File: config.mk
export PLATFORM = sky130hd
export DESIGN_NAME = adder_rc_8_sequencer
export DESIGN_NICKNAME = d
export VERILOG_FILES = /design/src/rtl/adder_rc_8_sequencer_pkg.sv /design/src/rtl/adder_rc_8_sequencer_settle_timer.sv /design/src/rtl/adder_rc_8_sequencer.sv
export SDC_FILE = /design/constraint.sdc
export NUM_CORES = 1
export LEC_CHECK = 0
export ABC_AREA = 1
export CAP_MARGIN = 20
export CORE_MARGIN = 1.5
export CORE_UTILIZATION = 40
export CTS_CLUSTER_DIAMETER = 30
export CTS_CLUSTER_SIZE = 14
export DETAILED_ROUTE_END_ITERATION = 8
export GPL_TIMING_DRIVEN = 0
export PLACE_DENSITY = 0.72
export SYNTH_ARGS = -nofsm -noshare
export SYNTH_HDL_FRONTEND = slang
export SYNTH_SLANG_ARGS = --single-unit
export TNS_END_PERCENT = 5
File: constraint.sdc
create_clock -name clk -period 1.8 [get_ports clk]
set_input_delay 0.18 -clock clk [delete_from_list [all_inputs] [get_ports clk]]
set_output_delay 0.18 -clock clk [all_outputs]
set_load 0.05 [all_outputs]
File: src/rtl/adder_rc_8_sequencer_pkg.sv
// Shared definitions for the adder_rc_8 operand/result sequencer:
// state encoding and datapath widths of the external 8-bit ripple-carry adder.
package adder_rc_8_sequencer_pkg;

    localparam int OPND_W = 8;
    localparam int SUM_W  = 9;

    typedef enum logic [1:0] {
        ST_IDLE   = 2'd0,
        ST_SETTLE = 2'd1,
        ST_HOLD   = 2'd2
    } state_t;

endpackage

File: src/rtl/adder_rc_8_sequencer_settle_timer.sv
// Settle down-counter: loads a start value, counts down to zero and
// flags zero so the sequencer knows when the adder output is safe to sample.
module adder_rc_8_sequencer_settle_timer #(
    parameter int CNT_W = 4
) (
    input  logic             clk,
    input  logic             rst_n,
    input  logic             load,
    input  logic [CNT_W-1:0] load_val,
    input  logic             dec,
    output logic             zero
);

    logic [CNT_W-1:0] count;

    always_ff @(posedge clk or negedge rst_n) begin
        if (!rst_n) begin
            count <= '0;
        end else if (load) begin
            count <= load_val;
        end else if (dec && (count != '0)) begin
            count <= count - 1'b1;
        end
    end

    assign zero = (count == '0);

endmodule

File: src/rtl/adder_rc_8_sequencer.sv
// Launches operand pairs onto an external combinational adder, waits a fixed
// number of cycles for the ripple to settle, then offers the captured sum downstream.
module adder_rc_8_sequencer
    import adder_rc_8_sequencer_pkg::*;
#(
    parameter int SETTLE_CYCLES = 4,
    parameter int CNT_W         = 4,
    parameter int DONE_W        = 8
) (
    input  logic              clk,
    input  logic              rst_n,
    input  logic              in_valid,
    output logic              in_ready,
    input  logic [OPND_W-1:0] in_a,
    input  logic [OPND_W-1:0] in_b,
    output logic [OPND_W-1:0] add_a,
    output logic [OPND_W-1:0] add_b,
    input  logic [SUM_W-1:0]  add_s,
    output logic              out_valid,
    input  logic              out_ready,
    output logic [SUM_W-1:0]  out_sum,
    output logic              busy,
    output logic [DONE_W-1:0] done_count
);

    state_t state, state_nx;
    logic   accept, capture, finish;
    logic   cnt_zero;

    always_comb begin
        state_nx = state;
        accept   = 1'b0;
        capture  = 1'b0;
        finish   = 1'b0;
        case (state)
            ST_IDLE: begin
                if (in_valid) begin
                    accept   = 1'b1;
                    state_nx = ST_SETTLE;
                end
            end
            ST_SETTLE: begin
                if (cnt_zero) begin
                    capture  = 1'b1;
                    state_nx = ST_HOLD;
                end
            end
            ST_HOLD: begin
                if (out_ready) begin
                    finish   = 1'b1;
                    state_nx = ST_IDLE;
                end
            end
            default: state_nx = ST_IDLE;
        endcase
    end

    always_ff @(posedge clk or negedge rst_n) begin
        if (!rst_n) begin
            state <= ST_IDLE;
        end else begin
            state <= state_nx;
        end
    end

    // Loading SETTLE_CYCLES-1 makes capture land exactly SETTLE_CYCLES edges after launch.
    adder_rc_8_sequencer_settle_timer #(
        .CNT_W(CNT_W)
    ) u_timer (
        .clk      (clk),
        .rst_n    (rst_n),
        .load     (accept),
        .load_val (CNT_W'(SETTLE_CYCLES - 1)),
        .dec      ((state == ST_SETTLE) && !cnt_zero),
        .zero     (cnt_zero)
    );

    always_ff @(posedge clk or negedge rst_n) begin
        if (!rst_n) begin
            add_a      <= '0;
            add_b      <= '0;
            out_sum    <= '0;
            out_valid  <= 1'b0;
            done_count <= '0;
        end else begin
            if (accept) begin
                add_a <= in_a;
                add_b <= in_b;
            end
            if (capture) begin
                out_sum   <= add_s;
                out_valid <= 1'b1;
            end
            if (finish) begin
                out_valid  <= 1'b0;
                done_count <= done_count + 1'b1;
            end
        end
    end

    assign in_ready = rst_n && (state == ST_IDLE);
    assign busy     = (state != ST_IDLE);

endmodule

# == Word level (Yosys, flattened, before mapping) ==
# Index checks and enable logic that the tools add are counted.
# op_classes
n_reduce_logical,11
eq_ne,5
mux,14
add_sub_neg,2
# op_table
operator,n
"adder 8 x 1 -> 8 bit, second input constant",1
2-to-1 mux 1 bit,8
2-to-1 mux 4 bit,2
2-to-1 mux 2 bit,3
"!= test 2 bit, second input constant",3
case mux 2 bit (3 select lines),1
nonzero test 2 bit,3
logical NOT 4 bit,1
nonzero test 4 bit,1
"subtractor 4 x 1 -> 4 bit, second input constant",1
logical AND 1 bit,3
AND reduction 3 bit,1
"equality test 2 x 1 -> 1 bit, second input constant",1
"equality test 2 bit, second input constant",1
logical NOT 2 bit,1
logical NOT 1 bit,1
# totals
reg_bits,40
wordCells,39
out_inout_bits,36

# == Logic depth before layout (Yosys ltp) ==
# depth
word_depth,6
mapped_depth,7
ltp_nobuf,7

# == By module ==
# A second synthesis with hierarchy kept.
# hier_totals
hier_cells,217
area_unflattened_um2,1800.5
# modules_own_cells
mod,cells_each,n_inst,area_each_um2
adder_rc_8_sequencer,171,1,1505.2
adder_rc_8_sequencer_settle_timer,46,1,295.3

# == Worst setup path before layout ==
# Ideal clock, no wire load.
# synth_timing
path_kind,register to output
from,register state[1]
to,output in_ready
required_ps,1620
path_buffers,0
arrival_time_ps,1586
setup_slack_ps,34
stages_incl_launch_ff,4
cell_sequence,dfrtp_1 > inv_2 > nand2_1 > nor2_1
# synth_via
elab_chain_len,2
# synth_lines
element,line_no,source
from (decl),adder_rc_8_sequencer.sv:26,"state_t state, state_nx;"
from (signal assigned),adder_rc_8_sequencer.sv:62,state <= state_nx;
logical NOT 2 bit,adder_rc_8_sequencer.sv:101,assign in_ready = rst_n && (state == ST_IDLE);
logical AND 1 bit,adder_rc_8_sequencer.sv:101,
to (decl),adder_rc_8_sequencer.sv:13,"output logic in_ready,"
# No other way between the ends.

# == Worst setup path in the final report ==
# layout_timing
from,register done_count[2]
to,output done_count[2]
# layout_rtl
element,line_no,source
from (decl),adder_rc_8_sequencer.sv:23,output logic [DONE_W-1:0] done_count
from (signal assigned),adder_rc_8_sequencer.sv:96,done_count <= done_count + 1'b1;
# No word-level cell between the ends.

==> flow_metrics.env <==
export IMPL_status="completed"
export IMPL_finClkSkew_ns=0.0109
export IMPL_grt_pass1_vias=1463
export IMPL_hold_slack_ns=0.407
export IMPL_num_rows=24
export IMPL_path_class="register to primary output"
export IMPL_crit_family="buffers and inverters"
export IMPL_grtUsageTotal_pct=16.2
export IMPL_remaining_drc_errors=0
export IMPL_cp_max_fo=4
export IMPL_hp_class="input pin to register"
export IMPL_hold_end="add_b[5]$_DFFE_PN0P_"
export IMPL_grt_max_degree=29
export IMPL_required_ns=1.62
export IMPL_fin_crit_ns=1.73
export IMPL_drv_slew=0
export IMPL_synth_xor_area_share_pct=2.38
export IMPL_yosys_area_share_simple_pct=27.0
export IMPL_pin_count=65
export IMPL_synth_fa_ha_area_share_pct=2.04
export IMPL_cpPeakStageDelay_ns=0.83
export IMPL_initial_core_util_pct=41.9
export IMPL_max_slew_worst_pin_slew_ns=0.575
export IMPL_synth_net_count=237
export IMPL_yosysWarnings=0
export IMPL_ys_ff_latch=40
export IMPL_power_switching_w=0.00248
export IMPL_fin_nets=312
export IMPL_sw_frac_of_total_pct=48.2
export IMPL_synth_most_common_cell="nand2_1"
export IMPL_layoutNonFillerInstCount=333
export IMPL_cts_clk_slew_worst_paths_ns=0.08
export IMPL_r2r_cells=7
export IMPL_h_tree_depth=2
export IMPL_p_int_w=0.00266
export IMPL_antenna_found_initial=0
export IMPL_dp_hpwl_mm=2.69
export IMPL_die_h_um=70.8
export IMPL_arrival_ns=1.55
export IMPL_drive_gt1_share_pct=13.9
export IMPL_syn_area_um2=1840
export IMPL_drt_wl_total_mm=3.75
export IMPL_cts_num_sinks=40
export IMPL_power_frac_comb_pct=56.8
export IMPL_vdd_drop_max_v=0.00119
export IMPL_fmax_mhz=578
export IMPL_r2r_start="u_timer.count[0]$_DFFE_PN0P_"
export IMPL_hp_start="in_b[5]"
export IMPL_reg2reg_slack_ns=0.57
export IMPL_leakagePower_nw=1.37
export IMPL_area_growth_pct=47.0
export IMPL_finalHoldViolCount=0
export IMPL_power_frac_clock_pct=14.1
export IMPL_worstSetupStartpointType="register"
export IMPL_synth_edff_count=0
export IMPL_setup_violations_final=0
export IMPL_synth_top_family_by_area="simple AND/OR/NAND/NOR gates"
export IMPL_numCtsBuffers=5
export IMPL_cp_startpoint="done_count[2]$_DFFE_PN0P_"
export IMPL_drt_iter0_markers=65
export IMPL_yosys_area_top_type="dfrtp_1"
export IMPL_fp_dieArea_um2=5010
export IMPL_slew_headroom_pct=61.5
export IMPL_ant_nets=0
export IMPL_placedCellCount=322
export IMPL_clk_path_buf_depth=2
export IMPL_root_buffer="clkbuf_8"
export IMPL_synth_ff_type="dfrtp_1"
export IMPL_place_gp_congestion=0.770
export IMPL_min_path_cells=3
export IMPL_die_width_um=70.8
export IMPL_synth_avg_cell_area_um2=8.97
export IMPL_synth_area_leaders="dfrtp_1 54%, nand2_1 18%, o21ai_2 4.8%, inv_1 4.3%, buf_6 2.5%"
export IMPL_gr_total_overflow=0
export IMPL_critical_path_endpoint_type="primary output"
export IMPL_vias_per_cell=4.47
export IMPL_num_vias=1490
export IMPL_ys_top_cells_by_count="90 x nand2_1, 40 x dfrtp_1, 21 x inv_1"
export IMPL_synth_async_reset_ratio_pct=100
export IMPL_synth_compound_area_share_pct=6.26
export IMPL_power_density_nw_per_um2=1900
export IMPL_insertion_delay_ns=0.30
export IMPL_crit_chain="clkdlybuf4s50_1"
export IMPL_finalCritPeriodShare_pct=96.1
export IMPL_synthMuxAreaShare_pct=0
export IMPL_rsz0062_at_grt="false"
export IMPL_max_cap_violations=0
export IMPL_coreArea_um2=4380
export IMPL_io_buffers=64
export IMPL_antenna_cells=0
export IMPL_wl_per_cell_um=11.3
export IMPL_grt_pass1_wl_mm=6.41
export IMPL_rr_endpoint="u_timer.count[3]$_DFFE_PN0P_"
export IMPL_p_seq_share_pct=29.1
export IMPL_crit_slowest_cell="clkdlybuf4s50_1"
export IMPL_n_fill_cell=384
export IMPL_critPathBufInv=1
export IMPL_dr_pass1_iters=4
export IMPL_synth_top_area_share_pct=54.5
export IMPL_synthCells=205
export IMPL_cts_tree="done"
export IMPL_seq_area_frac_synth_pct=54.5
export IMPL_ys_types=22
## how the worst max path moves through the flow
stage / depth (start not counted) / slack (ns) / to
final: 1 / 0.07 / done_count[2]
after global routing: 1 / 0.03 / done_count[2]
after CTS: 6 / 0.01 / in_ready
after detailed placement: 5 / -0.11 / in_ready
after global placement: 4 / -1.47 / in_ready
after floorplan: 3 / 0.03 / in_ready
## layer usage
metal,global-route usage (%),share of wire [%]
met1,19.3,46
met2,26.8,45
met3,6.84,8.6
met4,5.03,1.0
met5,0,0
## timing repair
item,in CTS,in global routing
resized for setup,2,3
setup endpoints to repair,2,2
hold buffers,3,0
buffers inserted,0,0
hold endpoints to repair,12,0
## power groups by stage
| stage | logic [W] | registers, W | clock network [W] |
|---|---|---|---|
| 6_report | 0.00292 | 0.00150 | 0.000723 |
| 5_1_grt | 0.00312 | 0.00155 | 0.000788 |
| 4_1_cts | 0.00296 | 0.00150 | 0.000747 |
| 3_5_place_dp | 0.00297 | 0.00151 | 0 |
| 3_3_place_gp | 0.00292 | 0.00151 | 0 |
| 2_1_floorplan | 0.000951 | 0.00258 | 0 |
## final cells by class
cell class                 count  area [um^2]  share of cell area (%)
sequential                    40         1000                    37.0
buffer                         5         50.0                    1.85
inverter                      25         93.8                    3.47
timing repair buffer          68          692                    25.6
multi-input combinational    135          693                    25.6
clock buffer                   6         72.6                    2.69
clock inverter                 2         35.0                    1.30
tap                           52         65.1                    2.41
## kinds of logic after synthesis
group,count (synthesis)
XOR/XNOR,5
buffers and inverters,30
flip-flops,40
adder cells (fa/ha/maj),3
AND/OR/NAND/NOR,112
AO/OA/AOI/OAI,15
## metrics by stage
step	setup TNS [ns]	area [um^2]	util, %	total power, W	setup WS (ns)
global placement	-22.56	2540	58.0	0.00443	-1.47
detailed placement	-0.109	2560	58.4	0.00448	-0.109
floorplan	0	1840	-	0.00353	0.0342
global route	0	2700	61.6	0.00546	0.0308
finish	0	2700	61.6	0.00514	0.0708
CTS	0	2700	61.7	0.00521	0.0107
## cell usage in the layout (no fill, tap or decap), drive strengths merged
| cell type | count |
|---|---|
| nand2 | 93 |
| clkdlybuf4s50 | 60 |
| dfrtp | 40 |
| inv | 25 |
| o21ai | 12 |
| nor2 | 8 |
| buf | 8 |
| nand3 | 8 |
| clkbuf | 7 |
| xor2 | 5 |
| ha | 3 |
| nand4 | 2 |
| a21oi | 2 |
| dlygate4sd3 | 2 |
| nand3b | 1 |
| o31ai | 1 |
| clkinv | 1 |
| bufinv | 1 |
| dlygate4sd2 | 1 |
| dlymetal6s2s | 1 |
## sequential cells by signal, indices dropped and copies added, names as in the netlist
signal         count
add_a              8
add_b              8
done_count         8
out_sum            9
out_valid          1
state              2
u_timer.count      4
Note: power is estimated with default switching activity, not from simulation.
